**config.mk**
```make
export PLATFORM = sky130hd
export DESIGN_NAME = mic_airflow_detector_flat
export DESIGN_NICKNAME = d
export VERILOG_FILES = /design/src/rtl/mic_airflow_pkg.sv /design/src/rtl/mic_airflow_detector_if.sv /design/src/rtl/mic_airflow_detector_abs_sat32.sv /design/src/rtl/mic_airflow_detector.sv /design/src/flat_wrapper.sv
export SDC_FILE = /design/constraint.sdc
export NUM_CORES = 1
export LEC_CHECK = 0
export CORE_MARGIN = 2
export CORE_UTILIZATION = 54
export CTS_CLUSTER_SIZE = 40
export DETAILED_ROUTE_END_ITERATION = 6
export GPL_TIMING_DRIVEN = 0
export PLACE_DENSITY = 0.8
export SLEW_MARGIN = 20
export SYNTH_ARGS = -nofsm -noshare
export SYNTH_HDL_FRONTEND = slang
export SYNTH_SLANG_ARGS = --single-unit
```
**constraint.sdc**
```tcl
create_clock -name CLOCK_50 -period 5.9 [get_ports CLOCK_50]
set_clock_uncertainty 0.05 [all_clocks]
set_input_delay 1.18 -clock CLOCK_50 [delete_from_list [all_inputs] [get_ports CLOCK_50]]
set_output_delay 1.18 -clock CLOCK_50 [all_outputs]
set_load 0.005 [all_outputs]
```
**src/rtl/mic_airflow_pkg.sv**
```systemverilog
// Shared types and constants for the microphone airflow detector:
// FSM encoding, airflow level codes, default thresholds and level helpers.
package mic_airflow_pkg;

  typedef enum logic [1:0] {
    WAIT   = 2'd0,
    ACCUM  = 2'd1,
    UPDATE = 2'd2
  } state_t;

  localparam logic [1:0] AIR_NONE = 2'd0;
  localparam logic [1:0] AIR_LOW  = 2'd1;
  localparam logic [1:0] AIR_MID  = 2'd2;
  localparam logic [1:0] AIR_HIGH = 2'd3;

  localparam logic [31:0] TH1_DEF  = 32'd2000000;
  localparam logic [31:0] TH2_DEF  = 32'd8000000;
  localparam logic [31:0] TH3_DEF  = 32'd20000000;
  localparam logic [31:0] HYST_DEF = 32'd500000;

  // Release point for a level; clamps at zero so small thresholds never wrap.
  function automatic logic [31:0] hyst_floor(input logic [31:0] th, input logic [31:0] hyst);
    return (th > hyst) ? (th - hyst) : 32'd0;
  endfunction

  function automatic logic [1:0] raw_level(input logic [31:0] m, input logic [31:0] th1,
                                           input logic [31:0] th2, input logic [31:0] th3);
    logic [1:0] lvl;
    if (m >= th3)      lvl = AIR_HIGH;
    else if (m >= th2) lvl = AIR_MID;
    else if (m >= th1) lvl = AIR_LOW;
    else               lvl = AIR_NONE;
    return lvl;
  endfunction

  // Rising levels follow the raw level directly; falling levels only drop
  // as far as the hysteresis band allows, never above the current level.
  function automatic logic [1:0] next_level(input logic [1:0] cur, input logic [31:0] m,
                                            input logic [31:0] th1, input logic [31:0] th2,
                                            input logic [31:0] th3, input logic [31:0] hyst);
    logic [1:0] raw;
    logic [1:0] lvl;
    raw = raw_level(m, th1, th2, th3);
    if (raw >= cur)                                            lvl = raw;
    else if (cur == AIR_HIGH && m >= hyst_floor(th3, hyst))    lvl = AIR_HIGH;
    else if (cur >= AIR_MID && m >= hyst_floor(th2, hyst))     lvl = AIR_MID;
    else if (m >= hyst_floor(th1, hyst))                       lvl = AIR_LOW;
    else                                                       lvl = AIR_NONE;
    return lvl;
  endfunction

endpackage

```
**src/rtl/mic_airflow_detector_if.sv**
```systemverilog
// Audio_Controller input-FIFO handshake: sample pair plus one-cycle pop strobe.
interface mic_airflow_detector_if;
  logic        audio_in_available;
  logic [31:0] left_channel_audio_in;
  logic [31:0] right_channel_audio_in;
  logic        read_audio_in;

  modport master (
    output audio_in_available,
    output left_channel_audio_in,
    output right_channel_audio_in,
    input  read_audio_in
  );

  modport slave (
    input  audio_in_available,
    input  left_channel_audio_in,
    input  right_channel_audio_in,
    output read_audio_in
  );
endinterface

```
**src/rtl/mic_airflow_detector_abs_sat32.sv**
```systemverilog
// Combinational two's-complement magnitude; the most negative value saturates
// to 32'h7FFFFFFF so the result always fits the signed positive range.
module abs_sat32 (
  input  logic [31:0] din,
  output logic [31:0] dout
);
  always_comb begin
    if (!din[31])                 dout = din;
    else if (din == 32'h80000000) dout = 32'h7FFFFFFF;
    else                          dout = (~din) + 32'd1;
  end
endmodule

```
**src/rtl/mic_airflow_detector.sv**
```systemverilog
// Windowed peak detector that classifies breath airflow into four levels.
// Define MIC_AIRFLOW_STEREO_EN to take the per-sample max over both channels.
//
// state  | meaning
// WAIT   | idle until a sample pair is available; pop and capture it
// ACCUM  | fold captured sample magnitude into the running max, count it
// UPDATE | window complete: publish peak, reclassify airflow, clear max
module mic_airflow_detector
  import mic_airflow_pkg::*;
#(
  parameter int unsigned  WINDOW_LOG2 = 11,
  parameter logic [31:0]  TH1         = TH1_DEF,
  parameter logic [31:0]  TH2         = TH2_DEF,
  parameter logic [31:0]  TH3         = TH3_DEF,
  parameter logic [31:0]  HYST        = HYST_DEF
) (
  input  logic                   CLOCK_50,
  input  logic                   resetn,
  mic_airflow_detector_if.slave  aud,
  output logic [1:0]             airflow,
  output logic                   airflow_valid,
  output logic [31:0]            peak
);

  localparam logic [WINDOW_LOG2-1:0] CNT_ONE = WINDOW_LOG2'(1);

  state_t                 state_q, state_d;
  logic [31:0]            left_q, left_d;
  logic [31:0]            run_max_q, run_max_d;
  logic [WINDOW_LOG2-1:0] cnt_q, cnt_d;
  logic [31:0]            peak_q, peak_d;
  logic [1:0]             airflow_q, airflow_d;
  logic                   valid_q, valid_d;
  logic                   pop;
  logic [31:0]            mag_l;
  logic [31:0]            mag;

  abs_sat32 u_abs_left (.din(left_q), .dout(mag_l));

`ifdef MIC_AIRFLOW_STEREO_EN
  logic [31:0] right_q, right_d;
  logic [31:0] mag_r;

  abs_sat32 u_abs_right (.din(right_q), .dout(mag_r));

  assign mag = (mag_r > mag_l) ? mag_r : mag_l;

  always_comb begin
    right_d = right_q;
    if (state_q == WAIT && aud.audio_in_available) right_d = aud.right_channel_audio_in;
  end

  always_ff @(posedge CLOCK_50 or negedge resetn) begin
    if (!resetn) right_q <= '0;
    else         right_q <= right_d;
  end
`else
  assign mag = mag_l;
`endif

  always_comb begin
    state_d   = state_q;
    left_d    = left_q;
    run_max_d = run_max_q;
    cnt_d     = cnt_q;
    peak_d    = peak_q;
    airflow_d = airflow_q;
    valid_d   = 1'b0;
    pop       = 1'b0;
    case (state_q)
      WAIT: begin
        if (aud.audio_in_available) begin
          pop     = 1'b1;
          left_d  = aud.left_channel_audio_in;
          state_d = ACCUM;
        end
      end
      ACCUM: begin
        if (mag > run_max_q) run_max_d = mag;
        cnt_d   = cnt_q + CNT_ONE;
        state_d = (cnt_d == '0) ? UPDATE : WAIT;
      end
      UPDATE: begin
        peak_d    = run_max_q;
        run_max_d = '0;
        valid_d   = 1'b1;
        airflow_d = next_level(airflow_q, run_max_q, TH1, TH2, TH3, HYST);
        state_d   = WAIT;
      end
      default: state_d = WAIT;
    endcase
  end

  always_ff @(posedge CLOCK_50 or negedge resetn) begin
    if (!resetn) begin
      state_q   <= WAIT;
      left_q    <= '0;
      run_max_q <= '0;
      cnt_q     <= '0;
      peak_q    <= '0;
      airflow_q <= AIR_NONE;
      valid_q   <= 1'b0;
    end else begin
      state_q   <= state_d;
      left_q    <= left_d;
      run_max_q <= run_max_d;
      cnt_q     <= cnt_d;
      peak_q    <= peak_d;
      airflow_q <= airflow_d;
      valid_q   <= valid_d;
    end
  end

  // The pop must coincide with the capture cycle, so it is decoded from the
  // state rather than registered; gating with resetn keeps it low in reset.
  assign aud.read_audio_in = pop & resetn;
  assign airflow           = airflow_q;
  assign airflow_valid     = valid_q;
  assign peak              = peak_q;

endmodule

```
**src/flat_wrapper.sv**
```systemverilog
// flat-port wrapper written by rule: the top's interface ports become plain ports
module mic_airflow_detector_flat import mic_airflow_pkg::*;
#(
  parameter int unsigned  WINDOW_LOG2 = 11,
  parameter logic [31:0]  TH1         = TH1_DEF,
  parameter logic [31:0]  TH2         = TH2_DEF,
  parameter logic [31:0]  TH3         = TH3_DEF,
  parameter logic [31:0]  HYST        = HYST_DEF
)
  (CLOCK_50, resetn, airflow, airflow_valid, peak, aud_audio_in_available, aud_left_channel_audio_in, aud_right_channel_audio_in, aud_read_audio_in);
  mic_airflow_detector_if aud_i ();
  input  logic CLOCK_50;
  input  logic resetn;
  output logic [1:0] airflow;
  output logic airflow_valid;
  output logic [31:0] peak;
  input wire logic [$bits(aud_i.audio_in_available)-1:0] aud_audio_in_available;
  input wire logic [$bits(aud_i.left_channel_audio_in)-1:0] aud_left_channel_audio_in;
  input wire logic [$bits(aud_i.right_channel_audio_in)-1:0] aud_right_channel_audio_in;
  output wire logic [$bits(aud_i.read_audio_in)-1:0] aud_read_audio_in;
  assign aud_i.audio_in_available = aud_audio_in_available;
  assign aud_i.left_channel_audio_in = aud_left_channel_audio_in;
  assign aud_i.right_channel_audio_in = aud_right_channel_audio_in;
  assign aud_read_audio_in = aud_i.read_audio_in;
  mic_airflow_detector #(.WINDOW_LOG2(WINDOW_LOG2), .TH1(TH1), .TH2(TH2), .TH3(TH3), .HYST(HYST)) u_core (.CLOCK_50(CLOCK_50), .resetn(resetn), .aud(aud_i), .airflow(airflow), .airflow_valid(airflow_valid), .peak(peak));
endmodule
```
==> impl_metrics.json, run 1 <==
{
  "cts_tree": "done",
  "cts.repair.resized": 0,
  "diodes": 0,
  "worst_path_max_delay_cell": "nor4_1",
  "grt_max_degree": 84,
  "synthFlopType": "dfrtp_1",
  "async_flop_share_pct": 100,
  "fmax_ghz": 0.183,
  "core_mm2": 0.0119,
  "slew_headroom_pct": 39.7,
  "crit_path_start": "u_core.left_q[2]",
  "grt_pass1_vias": 5340,
  "die-area_mm2": 0.0129,
  "start_util_pct": 54.8,
  "rsz0062_at_grt": "false",
  "power_frac_comb_pct": 46.0,
  "power_switching_uw": 1450,
  "root_buffer": "clkbuf_16",
  "first_pass_iters": 5,
  "syn_to_final_growth_pct": 19.5,
  "wire_per_inst_um": 17.1,
  "r2r_end": "u_core.run_max_q[13]",
  "antenna_found_initial": 0,
  "drive_gt1_share_pct": 12.6,
  "synth_seq_area_share_pct": 43.2,
  "swShare_pct": 38.5,
  "ant_nets": 0,
  "cts_setup_buffers": 0,
  "yosysTopAreaCellShare_pct": 43.2,
  "portBuffers": 70,
  "leakagePower_uw": 0.00339,
  "gp_congestion": 0.949,
  "syn_avg_cell_area_um2": 9.54,
  "clk_latency_ns": 0.37,
  "period_needed_ns": 5.47,
  "start_kind": "register",
  "status": "finished clean",
  "cp-endpoint": "u_core.run_max_q[13]",
  "ctsHoldBuffers": 0,
  "period_share_pct": 92.6,
  "cp_num_cells": 13,
  "clock_power_share_pct": 19.1,
  "wl_um": 15600,
  "timing.hold.ws_ns": 0.431,
  "final.setup.tns_ns": 0,
  "ys_seq_elements": 112,
  "r2r_start": "u_core.left_q[2]",
  "cts.sinks": 112,
  "ys_types": 60,
  "hold_viol_final": 0,
  "yosysWarnings": 0,
  "drc": 0,
  "syn_area_mm2": 0.00649,
  "synth.area.top_cells": "dfrtp_1, mux2_2, ha_1",
  "worstMarginPinSlew_ns": 0.896,
  "ir_drop_mv": 0.179,
  "max_stage_delay_ns": 0.81,
  "fin_nets": 867,
  "dp_hpwl_um": 11600,
  "pin_count": 103,
  "worstHoldPathCells": 2,
  "maxCapViolations": 0,
  "clk_pin_slew_worst_paths_ns": 0.07,
  "setup-violations-final": 0,
  "power.total_uw": 3780,
  "vias_per_cell": 5.94,
  "clockBufferDepth": 2,
  "critPathBufInv": 1,
  "vias": 5438,
  "cts_buffers": 9,
  "critical_path_class": "register to register",
  "grt_pass1_wl_um": 25600,
  "path_delay_family": "simple AND/OR/NAND/NOR gates",
  "critPathRequiredTime_ns": 6.10,
  "cp.arrival_ns": 5.67,
  "r2r_slack_ns": 0.43,
  "grt_overflow": 0,
  "postSynthCellCount": 681,
  "internal-power_uw": 2320,
  "grt_util_all_layers_pct": 25.1,
  "worst-r2r-cell-count": 13,
  "synth-edff-count": 0,
  "crit_fanout": 10,
  "die_h_um": 114,
  "syn_nets": 785,
  "drv_slew": 0,
  "fp-row-count": 40,
  "ctsHtreeMaxLevel": 3,
  "die_x_um": 114,
  "end_kind": "register",
  "pwr-share-seq_pct": 34.9,
  "netlist.top_cell.by_area": "dfrtp_1",
  "hold_path_class": "register to register",
  "initialDrtViolationCount": 314,
  "timing.critical_path.mode_cell": "nor4_1",
  "powerDensity_mw_per_mm2": 486,
  "worstPathCellList": "nor4_1, nand2_1, nor4_1, o21ai_1, o221a_2, ha_1, nand4_1, nor4_1, a31o_2, a21oi_1, a31oi_1, clkbuf_1, mux2_2"
}
kinds of logic after synthesis:
group                    count (synthesis)  synth area share [%]
AND/OR/NAND/NOR                        245                  18.0
AO/OA/AOI/OAI                          119                  11.5
flip-flops                             112                  43.2
buffers and inverters                   67                  4.06
multiplexers                            66                  11.4
adder cells (fa/ha/maj)                 37                  7.13
XOR/XNOR                                35                  4.72
power by group through the flow:
stage                     registers (uW)  logic (uW)  clock network (uW)
after floorplan                     1270        1130                   0
after global placement              1310        1600                   0
after detailed placement            1320        1700                   0
after CTS                           1310        1720                 727
after global routing                1360        1930                 757
final                               1320        1740                 720
flip-flops by register name (all words and copies together) (netlist names):
register / flops
u_core.airflow: 2
u_core.airflow_valid: 1
u_core.cnt_q: 11
u_core.left_q: 32
u_core.peak: 32
u_core.run_max_q: 32
u_core.state_q: 2
worst min-delay path: cells and delay by family, from the launching register on:
kind / cells / cell delay (ns)
AOI/OAI and AO/OA: 1 / 0.06
DFF: 1 / 0.34
and+or+nand+nor: 1 / 0.05
cell usage after synthesis (15+ instances only):
library cell  number
ha_1              37
o21ai_0           49
nand2_1           96
inv_1             37
nand3_1           17
dfrtp_1          112
nor2_1            53
a21oi_1           21
nor4_1            15
clkbuf_1          22
xor2_1            27
mux2_2            63
final cells by class:
class                   count  area [um2]
clock buffers              11         253
plain buffers              29         121
fillers                   923        4100
multi-input cells         502        3430
clock inverters             5         103
repair buffers             71         729
flip-flops and latches    112        2800
inverters                  38         143
well taps                 147         184
through the flow:
| step | worst slack, ns | utilization [%] | instance area (um2) | cells |
|---|---|---|---|---|
| finish | 0.435 | 65.5 | 7760 | 915 |
| global route | 0.105 | 65.5 | 7760 | 915 |
| CTS | 0.549 | 65.5 | 7760 | 915 |
| detailed placement | 0.625 | 62.5 | 7410 | 899 |
| global placement | -1.46 | 62.2 | 7380 | 898 |
| floorplan | 1.35 | - | 6490 | 681 |
cell usage in the layout, fill, tap and decap left out, types with 13 or more instances in the layout:
cell,netlist,final
a21oi_1,21,21
ha_1,37,37
nand3_1,17,17
xor2_1,27,27
nand2_1,96,96
clkdlybuf4s50_1,0,69
inv_1,37,37
dfrtp_1,112,112
nor2_1,53,53
nor4_1,15,15
clkbuf_1,22,22
mux2_2,63,63
o21ai_0,49,49
nand4_1,13,13
worst min-delay path by stage:
stage	start	to	slack (ns)
2_1_floorplan	u_core.cnt_q[10]	u_core.cnt_q[10]	0.42
3_3_place_gp	u_core.peak[19]	u_core.peak[19]	0.41
3_5_place_dp	u_core.peak[27]	u_core.peak[27]	0.42
4_1_cts	u_core.peak[27]	u_core.peak[27]	0.44
5_1_grt	u_core.peak[16]	u_core.peak[16]	0.44
6_report	u_core.peak[27]	u_core.peak[27]	0.43
per-layer routing:
layer / global-route usage (%) / vias to the layer above / part of all wire [%]
li1: - / 2582 / -
met1: 33.0 / 2638 / 44
met2: 42.2 / 186 / 48
met3: 3.08 / 32 / 5.1
met4: 11.0 / 0 / 2.5
met5: 0 / - / 0
(Power assumes the default switching activity.)
==> inputs of run 2 (changes only) <==
==> constraint.sdc (replaced) <==
create_clock -name CLOCK_50 -period 5.9 [get_ports CLOCK_50]
set_clock_uncertainty 0.05 [all_clocks]
set_input_delay 0.885 -clock CLOCK_50 [delete_from_list [all_inputs] [get_ports CLOCK_50]]
set_output_delay 0.885 -clock CLOCK_50 [all_outputs]
set_load 0.005 [all_outputs]
==> results of run 2 <==
The final DEF is identical to that of run 1. Status: finished clean.
Among the figures that moved: hold slack 0.431 ns -> 0.335 ns
==> inputs of run 3 (changes only) <==
--- a/config.mk
+++ b/config.mk
@@ -5,6 +5,7 @@
 export SDC_FILE = /design/constraint.sdc
 export NUM_CORES = 1
 export LEC_CHECK = 0
+export CAP_MARGIN = 25
 export CORE_MARGIN = 2
 export CORE_UTILIZATION = 54
 export CTS_CLUSTER_SIZE = 40
==> results of run 3 <==
The final DEF is identical to that of run 1. Status: finished clean.
Among the figures that moved: hold slack 0.431 ns -> 0.335 ns
